`src/rtl/sine_analyzer.sv`:
```
// Rising zero-crossing analyzer for a strobed signed sine stream: reports the period in
// samples and the signed peaks of each cycle, with hysteresis and a sample-count timeout.
module sine_analyzer #(
    parameter int              W          = 16,
    parameter int              HYST       = 256,
    parameter int              CNT_W      = 32,
    parameter longint unsigned MAX_PERIOD = 1000000
) (
    input  logic                clk,
    input  logic                reset,
    input  logic                sample_valid,
    input  logic signed [W-1:0] sample,
    output logic [CNT_W-1:0]    period,
    output logic signed [W-1:0] peak_pos,
    output logic signed [W-1:0] peak_neg,
    output logic                meas_valid,
    output logic                locked,
    output logic                lost
);
    // state  | meaning
    // S_WAIT | no low excursion seen since reset or timeout
    // S_LOW  | at or below -HYST, armed for a rising crossing
    // S_HIGH | crossed +HYST, waiting for the next low excursion
    typedef enum logic [1:0] {S_WAIT, S_LOW, S_HIGH} state_t;

    localparam logic signed [W-1:0] HYST_P    = W'(HYST);
    localparam logic signed [W-1:0] HYST_N    = -HYST_P;
    localparam logic signed [W-1:0] SMAX      = {1'b0, {(W-1){1'b1}}};
    localparam logic signed [W-1:0] SMIN      = {1'b1, {(W-1){1'b0}}};
    localparam logic [CNT_W-1:0]    CNT_LIMIT = CNT_W'(MAX_PERIOD);

    state_t              state;
    logic [CNT_W-1:0]    cnt;
    logic                first_seen;
    logic signed [W-1:0] run_max;
    logic signed [W-1:0] run_min;
    logic signed [W-1:0] upd_max;
    logic signed [W-1:0] upd_min;
    logic [CNT_W-1:0]    cnt_inc;
    logic                rise;

    // The current sample folds into the running extremes before anything is latched.
    always_comb begin
        upd_max = (sample > run_max) ? sample : run_max;
        upd_min = (sample < run_min) ? sample : run_min;
        cnt_inc = cnt + CNT_W'(1);
        rise    = (state == S_LOW) && (sample >= HYST_P);
    end

    always_ff @(posedge clk or negedge reset) begin
        if (!reset) begin
            state      <= S_WAIT;
            cnt        <= '0;
            first_seen <= 1'b0;
            run_max    <= SMIN;
            run_min    <= SMAX;
            period     <= '0;
            peak_pos   <= '0;
            peak_neg   <= '0;
            meas_valid <= 1'b0;
            locked     <= 1'b0;
            lost       <= 1'b0;
        end else begin
            meas_valid <= 1'b0;
            lost       <= 1'b0;
            if (sample_valid) begin
                if (sample <= HYST_N) begin
                    state <= S_LOW;
                end else if (rise) begin
                    state <= S_HIGH;
                end

                if (rise) begin
                    run_max    <= SMIN;
                    run_min    <= SMAX;
                    cnt        <= '0;
                    first_seen <= 1'b1;
                    if (first_seen) begin
                        period     <= cnt_inc;
                        peak_pos   <= upd_max;
                        peak_neg   <= upd_min;
                        meas_valid <= 1'b1;
                        locked     <= 1'b1;
                    end
                end else begin
                    run_max <= upd_max;
                    run_min <= upd_min;
                    if (first_seen) begin
                        // Timeout takes priority over the state move made above.
                        if (cnt_inc == CNT_LIMIT) begin
                            lost       <= 1'b1;
                            locked     <= 1'b0;
                            first_seen <= 1'b0;
                            cnt        <= '0;
                            state      <= S_WAIT;
                        end else begin
                            cnt <= cnt_inc;
                        end
                    end
                end
            end
        end
    end
endmodule

```
`config.mk`:
```
export PLATFORM = sky130hd
export DESIGN_NAME = sine_analyzer
export DESIGN_NICKNAME = d
export VERILOG_FILES = /design/src/rtl/sine_analyzer.sv
export SDC_FILE = /design/constraint.sdc
export NUM_CORES = 1
export LEC_CHECK = 0
export BUFFER_PORTS_ARGS = -buffer_cell sky130_fd_sc_hd__buf_2
export CAP_MARGIN = 20
export CORE_MARGIN = 1.5
export CORE_UTILIZATION = 50
export DETAILED_ROUTE_END_ITERATION = 10
export HOLD_SLACK_MARGIN = 0.03
export PLACE_DENSITY_LB_ADDON = 0.05
export SYNTH_ARGS = -nofsm -noshare
export SYNTH_HDL_FRONTEND = slang
export SYNTH_SLANG_ARGS = --single-unit
```
`constraint.sdc`:
```
create_clock -name clk -period 4 [get_ports clk]
set_input_delay 0.2 -clock clk [delete_from_list [all_inputs] [get_ports clk]]
set_output_delay 0.2 -clock clk [all_outputs]
set_load 0.05 [all_outputs]
```
Yosys cells after proc, flatten, opt, wreduce, memory -nomap -nowiden
Cells that the tools add are included.
{"block": "classes", "order_cmp": 4, "muxes": 26, "n_reduce_logical": 6, "n_addsub": 1, "eq_ne": 2}
{"cell": "two-way mux 32 bit", "count": 3}
{"cell": "two-way mux 16 bit", "count": 4}
{"cell": "adder 32 x 1 -> 32 bit, second input constant", "count": 1}
{"cell": "== test 32 x 20 -> 1 bit, second input constant", "count": 1}
{"cell": "greater-or-equal comparator 16 x 10 -> 1 bit, second input constant", "count": 1}
{"cell": "> comparator 16 bit", "count": 1}
{"cell": "<= comparator 16 x 9 -> 1 bit, second input constant", "count": 1}
{"cell": "< comparator 16 bit", "count": 1}
{"cell": "two-way mux 1 bit", "count": 14}
{"cell": "two-way mux 2 bit", "count": 5}
{"cell": "AND reduction 3 bit", "count": 2}
{"cell": "nonzero test 2 bit", "count": 2}
{"cell": "== test 2 x 1 -> 1 bit, second input constant", "count": 1}
{"cell": "AND reduction 2 bit", "count": 1}
{"cell": "logical AND 1 bit", "count": 1}
{"block": "word_totals", "wordCells": 50, "regBits": 134, "input_bits": 19, "output_inout_bits": 67}

Logic depth before layout (Yosys ltp)
Gate-level depths: netlist of the first run.
{"block": "logic_depth", "depth_word": 7, "mapped_depth": 14, "ltp_nobuf": 11}

Least setup slack after synthesis of the first run
OpenSTA, ideal clock, no wires.
{"block": "synth_path", "path_type": "register -> register", "from": "register cnt[4]", "to": "register cnt[9]", "n_path_buf": 4, "setup_time_ns": 0.124, "required_ns": 3.876, "path_slack_ns": 0.737, "path_stages_with_launch": 14, "arrival_ns": 3.139, "synth_period_minus_slack_ns": 3.263, "path_cell_list": "dfrtp_1 buf_4 and4_1 buf_6 nand2_4 or4_1 buf_2 mux2_4 o22a_1 or4_4 o21ai_4 buf_6 nor2_1 a211o_1"}
{"block": "synth_between", "elab_chain_cells": 5}
{"element": "start: declaration", "line_no": "33", "source": "logic [CNT_W-1:0] cnt;"}
{"element": "start signal: assignment", "line_no": "97", "source": "cnt <= cnt_inc;"}
{"element": "adder 32 x 1 -> 32 bit *", "line_no": "46", "source": "cnt_inc = cnt + CNT_W'(1);"}
{"element": "== test 32 x 20 -> 1 bit", "line_no": "90", "source": "if (cnt_inc == CNT_LIMIT) begin"}
{"element": "two-way mux 32 bit *", "line_no": "90"}
{"element": "two-way mux 32 bit *", "line_no": "88", "source": "if (first_seen) begin"}
{"element": "two-way mux 32 bit *", "line_no": "73", "source": "if (rise) begin"}
Mark *: on every way between the ends. The rest lies on a longest branch, timed or not. The select of a mux whose other input is x is not followed.
A chain may end at the register's enable or synchronous reset.

Worst setup path after layout of the first run
{"block": "layout_path", "from": "register cnt[0]", "to": "register cnt[9]"}
The elaborated chain is that of the path after synthesis.

==> results of run 1 <==
==> flip-flops by register name (all words and copies together), names as in the netlist <==
signal	count
run_min	16
peak_pos	16
run_max	16
period	32
first_seen	1
locked	1
cnt	32
meas_valid	1
state	2
peak_neg	16
lost	1
==> per-layer routing <==
layer / vias to the layer above / share of wire, % / wire length [um]
li1: 2953 / - / -
met1: 3020 / 43 / 7930
met2: 155 / 50 / 9240
met3: 50 / 3.6 / 667
met4: 0 / 3.2 / 594
met5: - / 0 / 0
==> path summary, 6_finish.rpt <==
path | from | end | slack, ps | cells past startpoint
hold reg to reg | peak_pos[1]$_DFFE_PN0P_ | peak_pos[1]$_DFFE_PN0P_ | 470 | 2
setup reg to reg | cnt[0]$_DFFE_PN0P_ | cnt[9]$_DFFE_PN0P_ | 320 | 10
setup / recovery | cnt[0]$_DFFE_PN0P_ | cnt[9]$_DFFE_PN0P_ | 320 | 10
hold / removal | sample[1] | run_min[1]$_DFFE_PN1P_ | 100 | 2
max in group asynchronous | reset | run_min[8]$_DFFE_PN1P_ | 3230 | 3
min in group asynchronous | reset | peak_pos[2]$_DFFE_PN0P_ | 150 | 2
==> through the flow <==
stage               instance area (sq um)  instances  utilization, %  setup WS, ps  power [mW]
floorplan                            7410        797               -           737        4.67
global placement                     8020       1030            55.4           437        5.38
detailed placement                   8020       1030            55.4           332        5.47
CTS                                  8620       1063            59.5           310        7.06
global route                         8650       1064            59.7           150        7.43
finish                               8650       1064            59.7           318        7.00
==> cell usage in the layout (no fill, tap or decap), types with 7 or more instances in the layout <==
cell type,instances
nor3_1,9
and2_1,8
nand2b_1,9
and4_1,9
nor4_1,13
a31oi_1,8
a21o_1,15
o22a_1,17
nor2_1,75
ha_1,33
buf_4,16
xnor2_1,16
xor2_1,19
a22o_1,24
or4_1,7
buf_2,84
nand3_1,25
inv_1,43
and3_1,9
dfrtp_1,118
nand4_1,18
mux2i_1,32
a21oi_1,56
dfstp_2,16
nand2_1,76
o21ai_0,42
clkbuf_16,17
==> power groups by stage <==
| stage | Clock [mW] | Sequential, mW | Combinational, mW |
|---|---|---|---|
| CTS | 1.59 | 2.28 | 3.20 |
| detailed placement | 0 | 2.29 | 3.18 |
| floorplan | 0 | 3.28 | 1.39 |
| finish | 1.55 | 2.27 | 3.18 |
| global placement | 0 | 2.26 | 3.12 |
| global route | 1.64 | 2.36 | 3.44 |
==> logic make-up (layout without fill, tap and decap cells) <==
family	after synthesis	after routing	synth area share [%]
mux	34	34	4.68
simple gates	275	275	18.3
xor+xnor	35	35	4.14
compound gates	188	188	16.5
buf+inv	98	181	5.29
flops	134	134	45.5
fa+ha+maj	33	33	5.57
==> layout make-up <==
class,instances,area [sq um],area share [%]
clock buffers,28,517,5.98
inverters,44,165,1.91
flip-flops and latches,134,3370,39.0
clock inverters,4,70.1,0.810
multi-input cells,565,3650,42.3
repair buffers,105,638,7.38
well taps,184,230,2.66
==> summary.md, run 1 <==
| Metric | Value |
|---|---|
| # rows | 44 |
| Routed WL | approximately 18000 um |
| Count of pins over their slew limit | 0 |
| Global-route wire length before repair | 30700 um |
| CP Data Required Time | roughly 4300 ps |
| Buf/Inv on CP | 1 |
| GRT Residual Overflow | 0 |
| Combinational share of power | 45.4% |
| RSZ-0062 raised after global routing | no |
| Top cells by count, synth | dfrtp_1 (118), nand2_1 (76), nor2_1 (75) |
| H-tree depth | 4 |
| Initial DRC count | 387 |
| Static Leak | around 4.2 nW |
| Switching fraction of total power | approximately 44% |
| Drc violations | 0 |
| Die height | 125 um |
| WP data arrival | just under 4000 ps |
| Cell Int Power | ~3.9 mW |
| Core area | around 14000 sq um |
| Endpoints failing setup | 0 |
| FILL cells | 1293 |
| Crit path time final | between 3000 and 4000 ps |
| Fin nets | around 900 |
| Largest net degree at the start of global routing | between 70 and 80 |
| Clock insertion delay at the later pin of the skew report | approximately 420 ps |
| Vias per inst | just under 6 |
| Crit Path Class | register to register |
| Routability cong. | 0.937 |
| Async SR Flop Fraction | 100% |
| DIE WIDTH | about 120 um |
| Post-synthesis cell type count | 60 |
| Layer with the highest usage | met2 |
| Drt pass-1 iters | 5 |
| Hpwl dp | 12900 um |
| TritonCTS clock tree | done |
| CP peak stage delay | roughly 650 ps |
| Synth Cell Area | roughly 7400 sq um |
| CP top delay family | simple AND/OR/NAND/NOR gates |
| Clk pwr share | between 20% and 30% |
| Clock tree buffer depth | 2 |
| Vias in the first global route | 6105 |
| Inserted Clock Buffers | 17 |
| Die area | 15600 sq um |
| Sinks on Clock Net | 134 |
| CP max FO | 10 |
| Met1 Use GR | a little under a third |
| Startpoint types | register |
| Area growth syn-to-layout | 16.7% |
| Ys Warns | 0 |
| Flop pwr share | between 30% and 40% |
| Seq/Total Area, Yosys | a little under half |
| Syn_nets | around 850 |
| VDD IR max | between 400 and 500 uV |
| Slew @ Worst Pin | approximately 770 ps |
| Root Buffer | clkbuf_16 |
| Status | complete, no violations |
| #FFs+latches synth | approximately 130 |
| Cell Pwr Density | 810 nW/um^2 |
| Met2 usage | between 40% and 50% |
| Fmax | about 270 MHz |
| Met3 usage | roughly 5.2% |
| Synth top area share | 39.9% |
| Post-synthesis cell count | between 700 and 800 |
| Average size of a mapped cell | 9.30 sq um |
| Hold Slack | between 90 and 100 ps |
| Worst path slowest cell | or4_1 |
| WL per Instance | between 15 and 20 um |
| Fin crit share | a little over 90% |
| All-Layer GR Usage | about a quarter |
| Predominant post-synthesis flop cell | dfrtp_1 |
| Setup bufs post-CTS | 0 |
| Synth top area cells | dfrtp_1 (40%), dfstp_2 (5.7%), ha_1 (5.6%) |
| Port bufs | 85 |
| Layout cells sized above 1 | roughly 18% |
| NetSw | between 3 and 4 mW |
| Final Hold Vio Count | 0 |
| Max-cap violations | 0 |
| Slew Limit Headroom | 48.7% |
| Initial antenna violation count | 0 |
| Diode count | 0 |
| Initial Utilization | between 50% and 60% |
| Count leader, synth | dfrtp_1 |
| Resized Gates After CTS | 0 |
| DRT antenna net count | 0 |
| Top Ports | 86 |
| Vias | slightly above 6000 |
| Worst-path cell chain | ha_1 -> nand2_4 -> or4_1 -> mux2_4 -> o22a_1 -> or4_4 -> o21ai_4 -> buf_12 -> nor2_1 -> a211o_1 |
| Crit. End Element | register |
| Hold Path Class | primary input to register |
| Largest area contributor in the synthesized netlist | dfrtp_1 |
| Number of synthesized flops with an enable pin | 0 |
| Hold_buf cts | 1 |
| Clk slew on worst S/H paths | ~60 ps |
| Total negative slack | 0 ps |
| Worst Skew | between 7 and 8 ps |
Note: power is estimated with default switching activity, not from simulation.
==> run 2, diff against run 1 <==
CORE_UTILIZATION = 30   (was 50)
==> run 2 against run 1 <==
Against the previous run:
- fmax increased by 1.7%
- total power increased by 4.7%
- cell count increased by 13%
- hold slack got worse by 4.9 ps
- routed wire length increased by 12%
- clock-buffer cell count decreased by 8
- sequential share of layout area decreased by 1.2 points
- clock skew about the same
==> summary.md, run 2 (synthesis gave the netlist of run 1 again) <==
| Metric | Value |
|---|---|
| Static Leak | 4.24 nW (+1.1%) |
| Layout cells sized above 1 | 18.7% (+0.73 points) |
| Endpoints failing setup | 0 (unchanged) |
| CP max FO | 9 (-1) |
| Vias | 6057 (-2.0%) |
| Die height | 160 um (+28%) |
| DIE WIDTH | 160 um (+28%) |
| Worst-path cell chain | ha_1 -> nand2_4 -> or4_1 -> mux2_4 -> o22a_1 -> or4_4 -> o21ai_4 -> buf_4 -> nor2_1 -> a211o_1 |
| Slew Limit Headroom | 50.2% (+1.5 points) |
| Hold Path Class | primary input to register |
| H-tree depth | 4 (unchanged) |
| Status | complete, no violations |
| Clk pwr share | 25.6% (+3.5 points) |
| Global-route wire length before repair | 33900 um (+10%) |
| GRT Residual Overflow | 0 (unchanged) |
| Total negative slack | 0 ps (unchanged) |
| WP data arrival | 3930 ps (-50 ps) |
| Vias per inst | 5.02 (-14%) |
| Cell Pwr Density | 822 nW/um^2 (+1.6%) |
| Most common cell after layout, fill and taps aside | dfrtp_1 |
| Worst path slowest cell | or4_1 |
| Fin crit share | 90.5% (-1.6 points) |
| Initial Utilization | 30.6% (-21 points) |
| Die area | 25700 sq um (+65%) |
| Top Ports | 86 (unchanged) |
| Largest regs | cnt: 32 flops, period: 32 flops |
| Final Hold Vio Count | 0 (unchanged) |
| All-Layer GR Usage | 16.9% (-7.8 points) |
| Max-cap violations | 0 (unchanged) |
| # rows | 57 (+30%) |
| Area growth syn-to-layout | 20.3% |
| Setup bufs post-CTS | 0 (unchanged) |
| Worst Skew | 8.25 ps (+0.392 ps) |
| Tot Pwr | 7.33 mW (+4.7%) |
| NetSw | 3.18 mW (+2.4%) |
| Initial antenna violation count | 0 (unchanged) |
| Vias in the first global route | 6212 (+1.8%) |
| DRT antenna net count | 0 (unchanged) |
| Core area | 24200 sq um (+67%) |
| Clock insertion delay at the later pin of the skew report | 420 ps (about the same) |
| Sinks on Clock Net | 134 (unchanged) |
| Routability cong. | 0.839 (-10%) |
| Crit Path Class | register to register |
| Cell Int Power | 4.15 mW (+6.4%) |
| Combinational share of power | 43.7% (-1.7 points) |
| Fin nets | 922 (+0.33%) |
| VDD IR max | 317 uV (-26%) |
| Clk slew on worst S/H paths | 60 ps (about the same) |
| Drt pass-1 iters | 4 (-1) |
| RSZ-0062 raised after global routing | no |
| Clock tree buffer depth | 2 (unchanged) |
| CP Data Required Time | 4310 ps (about the same) |
| Fmax | 276 MHz (+1.7%) |
| Initial DRC count | 327 (-16%) |
| TritonCTS clock tree | done |
| Switching fraction of total power | 43.4% (-0.95 points) |
| Hpwl dp | 14800 um (+14%) |
| CP peak stage delay | 640 ps (about the same) |
| Commonest non-fill, non-tap cells in the layout | dfrtp_1 (118), buf_2 (84), nand2_1 (76), nor2_1 (75), a21oi_1 (56) |
| Flop pwr share | 30.8% (-1.7 points) |
| Inserted Clock Buffers | 17 (unchanged) |
| WL per Instance | 17.2 um (-0.93%) |
| Root Buffer | clkbuf_16 |
| Port bufs | 85 (unchanged) |
| Crit path time final | 3620 ps (-62.2 ps) |
| Largest net degree at the start of global routing | 74 (-6.3%) |
| Slew @ Worst Pin | 747 ps (-19.3 ps) |
| Count of pins over their slew limit | 0 (unchanged) |
| Startpoint types | register |
| Drc violations | 0 (unchanged) |
| Crit. End Element | register |
| Routed WL | 20700 um (+12%) |
| Diode count | 0 (unchanged) |
## run 2: per-stage QoR
step                area, sq um  std cells  hold WS, ps  utilization [%]  worst slack, ps
floorplan                  7410        797        -95.6                -              737
global placement           8210       1174          272             33.8              508
detailed placement         8210       1174          281             33.8              403
CTS                        8910       1207         72.5             36.8              383
global route               8910       1207         85.0             36.8              241
finish                     8910       1207         93.5             36.8              380
## run 2: layout make-up
class | instances | area, sq um
clock buffers | 20 | 447
clock inverters | 12 | 248
fillers | 2510 | 15300
inverters | 44 | 165
multi-input cells | 565 | 3650
flip-flops and latches | 134 | 3370
well taps | 324 | 405
repair buffers | 108 | 619
## run 2: worst paths after layout
| check | startpoint | end | slack (ps) | cells past startpoint |
|---|---|---|---|---|
| worst max-delay path | cnt[0]$_DFFE_PN0P_ | cnt[9]$_DFFE_PN0P_ | 380 | 10 |
| worst min-delay path | sample[0] | run_min[0]$_DFFE_PN1P_ | 90 | 2 |
| worst max register to register | cnt[0]$_DFFE_PN0P_ | cnt[9]$_DFFE_PN0P_ | 380 | 10 |
| worst min register to register | period[10]$_DFFE_PN0P_ | period[10]$_DFFE_PN0P_ | 470 | 2 |
| max in group asynchronous | reset | run_min[11]$_DFFE_PN1P_ | 2620 | 3 |
| min in group asynchronous | reset | peak_pos[11]$_DFFE_PN0P_ | 380 | 2 |
## run 2: power groups by stage
stage / registers, mW / logic, mW / clock network [mW]
after floorplan: 3.28 / 1.39 / 0
after global placement: 2.26 / 3.23 / 0
after detailed placement: 2.28 / 3.24 / 0
after CTS: 2.26 / 3.26 / 1.92
after global routing: 2.33 / 3.49 / 1.98
final: 2.25 / 3.20 / 1.87
## run 2: routing by layer
layer | wire length (um) | vias to the layer above | GRT usage [%]
met1 | 9550 | 2968 | 21.3
met3 | 638 | 24 | 3.40
met5 | 0 | - | 0
met2 | 10100 | 99 | 28.7
li1 | - | 2966 | -
met4 | 383 | 0 | 5.90
## run 2: critical path: cells and delay by family, from the launching register on
family | cells | cell delay [ps]
AO/OA/AOI/OAI | 3 | 730
buffers and inverters | 1 | 190
AND/OR/NAND/NOR | 4 | 1370
flip-flops | 1 | 490
adder cells (fa/ha/maj) | 1 | 380
multiplexers | 1 | 340
## run 2: repair_timing
item / 4_1_cts / 5_1_grt
resized for setup: 0 / 0
hold endpoints to repair: 68 / 0
hold buffers: 1 / 0
==> run 3, diff against run 2 <==
CELL_PAD_IN_SITES_DETAIL_PLACEMENT = 1   (was not set)
CELL_PAD_IN_SITES_GLOBAL_PLACEMENT = 1   (was not set)
==> run 3 against run 2 <==
Against the previous run:
- fmax decreased by 1.9%
- highest routed layer unchanged
- first-iteration DRC count is 12% lower
- sequential power about the same
- critical path depth unchanged
- via count rose by 0.84%
- global-route usage is 0.83 points higher
- clock-buffer cell count down 2
- setup slack worse by 69 ps
- flip-flop and latch count did not move
- design area shrank 0.87%
- hold slack lost 2.5 ps
==> summary.md, run 3 (synthesis gave the netlist of run 1 again) <==
| Metric | Value |
|---|---|
| Status | complete, no violations |
| Layout cells sized above 1 | 18.8% (+0.13 points) |
| Worst path slowest cell | or4_1 |
| Clock tree buffer depth | 2 (unchanged) |
| Top Ports | 86 (unchanged) |
| Dpl cells | 1173 (-0.085%) |
| Crit Path Class | register to register |
| Endpoints failing setup | 0 (unchanged) |
| All-Layer GR Usage | 17.7% (+0.83 points) |
| Max-cap violations | 0 (unchanged) |
| CP peak stage delay | 650 ps (about the same) |
| Die height | 160 um (unchanged) |
| Setup bufs post-CTS | 0 (unchanged) |
| Crit. End Element | register |
| DIE WIDTH | 160 um (unchanged) |
| Final Hold Vio Count | 0 (unchanged) |
| Buf/Inv on CP | 1 (unchanged) |
| Vias in the first global route | 6539 (+5.3%) |
| Routed WL | 21600 um (+4.1%) |
| CP Data Required Time | 4310 ps (about the same) |
| Startpoint types | register |
| WL per Instance | 17.9 um (+4.2%) |
| Commonest non-fill, non-tap cells in the layout | dfrtp_1 (118), buf_2 (84), nand2_1 (76), nor2_1 (75), a21oi_1 (56) |
| Vias per inst | 5.06 (+0.93%) |
| Hpwl dp | 15700 um (+6.1%) |
| CP top delay family | simple AND/OR/NAND/NOR gates |
| WP data arrival | 4000 ps (+70 ps) |
| R2R Path Start | cnt[5]$_DFFE_PN0P_ |
| Fin nets | 921 (-0.11%) |
| Setup slack after layout | 311 ps (-69.1 ps) |
| CP max FO | 10 (+1) |
| HP Start | sample[0] |
| RSZ-0062 raised after global routing | no |
| FILL cells | 2801 (+12%) |
| VDD IR max | 253 uV (-20%) |
| H-tree depth | 4 (unchanged) |
| Global-route wire length before repair | 35800 um (+5.8%) |
| Fin cells | 1206 (-0.083%) |
| Worst-path cell chain | and4_1 -> nand2_4 -> or4_1 -> mux2_4 -> o22a_1 -> or4_4 -> o21ai_4 -> buf_4 -> nor2_1 -> a211o_1 |
| Vias | 6108 (+0.84%) |
| Worst Skew | 5.55 ps (-2.71 ps) |
| Routability cong. | 0.849 (+1.3%) |
| Slew @ Worst Pin | 877 ps (+130 ps) |
| Cell Pwr Density | 816 nW/um^2 (-0.80%) |
| Fmax | 271 MHz (-1.9%) |
| Largest net degree at the start of global routing | 66 (-11%) |
| Sinks on Clock Net | 134 (unchanged) |
| WHS Endpoint | run_min[0]$_DFFE_PN1P_ |
| Slew Limit Headroom | 41.4% (-8.9 points) |
| Diode count | 0 (unchanged) |
| Root Buffer | clkbuf_16 |
| Worst setup path start | cnt[5]$_DFFE_PN0P_ |
| Clk slew on worst S/H paths | 60 ps (about the same) |
| Initial antenna violation count | 0 (unchanged) |
| Core area | 24200 sq um (unchanged) |
| Drt pass-1 iters | 4 (unchanged) |
| TritonCTS clock tree | done |
| Path depth of the worst reg2reg path | 10 (unchanged) |
| Crit path time final | 3690 ps (+69.1 ps) |
| Clock insertion delay at the later pin of the skew report | 420 ps (about the same) |
| Largest regs | cnt: 32 flops, period: 32 flops |
| R2R setup slack | 310 ps (-70 ps) |
| Port bufs | 85 (unchanged) |
| Fin crit share | 92.2% (+1.7 points) |
| Hold Path Class | primary input to register |
| DP Worst Slack | 312 ps (-90.4 ps) |
| DRT antenna net count | 0 (unchanged) |
| Area growth syn-to-layout | 19.2% |
| Most common cell after layout, fill and taps aside | dfrtp_1 |
| Drc violations | 0 (unchanged) |
| Static Leak | 4.21 nW (-0.75%) |
| Hold depth | 2 (unchanged) |
| Inserted Clock Buffers | 17 (unchanged) |
| Die area | 25700 sq um (unchanged) |
| Reg-to-reg critical path endpoint | cnt[9]$_DFFE_PN0P_ |
| # rows | 57 (unchanged) |
| Final Util | 36.4% (-0.32 points) |
| Initial Utilization | 30.6% (unchanged) |
| Total negative slack | 0 ps (unchanged) |
| Initial DRC count | 289 (-12%) |
| Count of pins over their slew limit | 0 (unchanged) |
| GRT Residual Overflow | 0 (unchanged) |
[run 3: report_power, final]
| part | switching, mW | internal (mW) | total, mW |
|---|---|---|---|
| combinational | 2.25 | 0.987 | 3.23 |
| clock | 0.654 | 1.07 | 1.72 |
| sequential | 0.344 | 1.91 | 2.25 |
[run 3: per-stage QoR]
stage	total power, mW	area [sq um]	hold WS [ps]
CTS	7.34	8830	73.6
floorplan	4.67	7410	-95.6
global route	7.69	8830	85.7
detailed placement	5.56	8190	251
finish	7.21	8830	91.0
global placement	5.46	8190	241
[run 3: worst max path at each step]
stage                               endpoint  slack [ps]  cells past startpoint
final                     cnt[9]$_DFFE_PN0P_         310                     10
after detailed placement  cnt[9]$_DFFE_PN0P_         310                     10
after CTS                 cnt[9]$_DFFE_PN0P_         300                     10
after floorplan           cnt[9]$_DFFE_PN0P_         740                     13
after global placement    cnt[9]$_DFFE_PN0P_         410                     10
after global routing      cnt[9]$_DFFE_PN0P_         140                     10
[run 3: metal layers]
layer	share of wire [%]	up-vias	GRT usage (%)	wire, um
li1	-	2961	-	-
met5	0	-	0	0
met4	1.4	0	5.35	297
met3	2.6	17	2.55	570
met2	51	85	31.4	11000
met1	45	3045	22.2	9730
[run 3: final cells by class]
type,instances,area [sq um],share of cell area [%]
inverter,44,165,1.87
clock buffer,18,439,4.97
clock inverter,14,198,2.24
timing repair buffer,107,599,6.78
tap,324,405,4.59
multi-input combinational,565,3650,41.4
sequential,134,3370,38.2
[run 3: timing repair]
| action | CTS | global route |
|---|---|---|
| hold endpoints to repair | 51 | 0 |
| hold buffers | 1 | 0 |
| gates resized for setup | 0 | 0 |
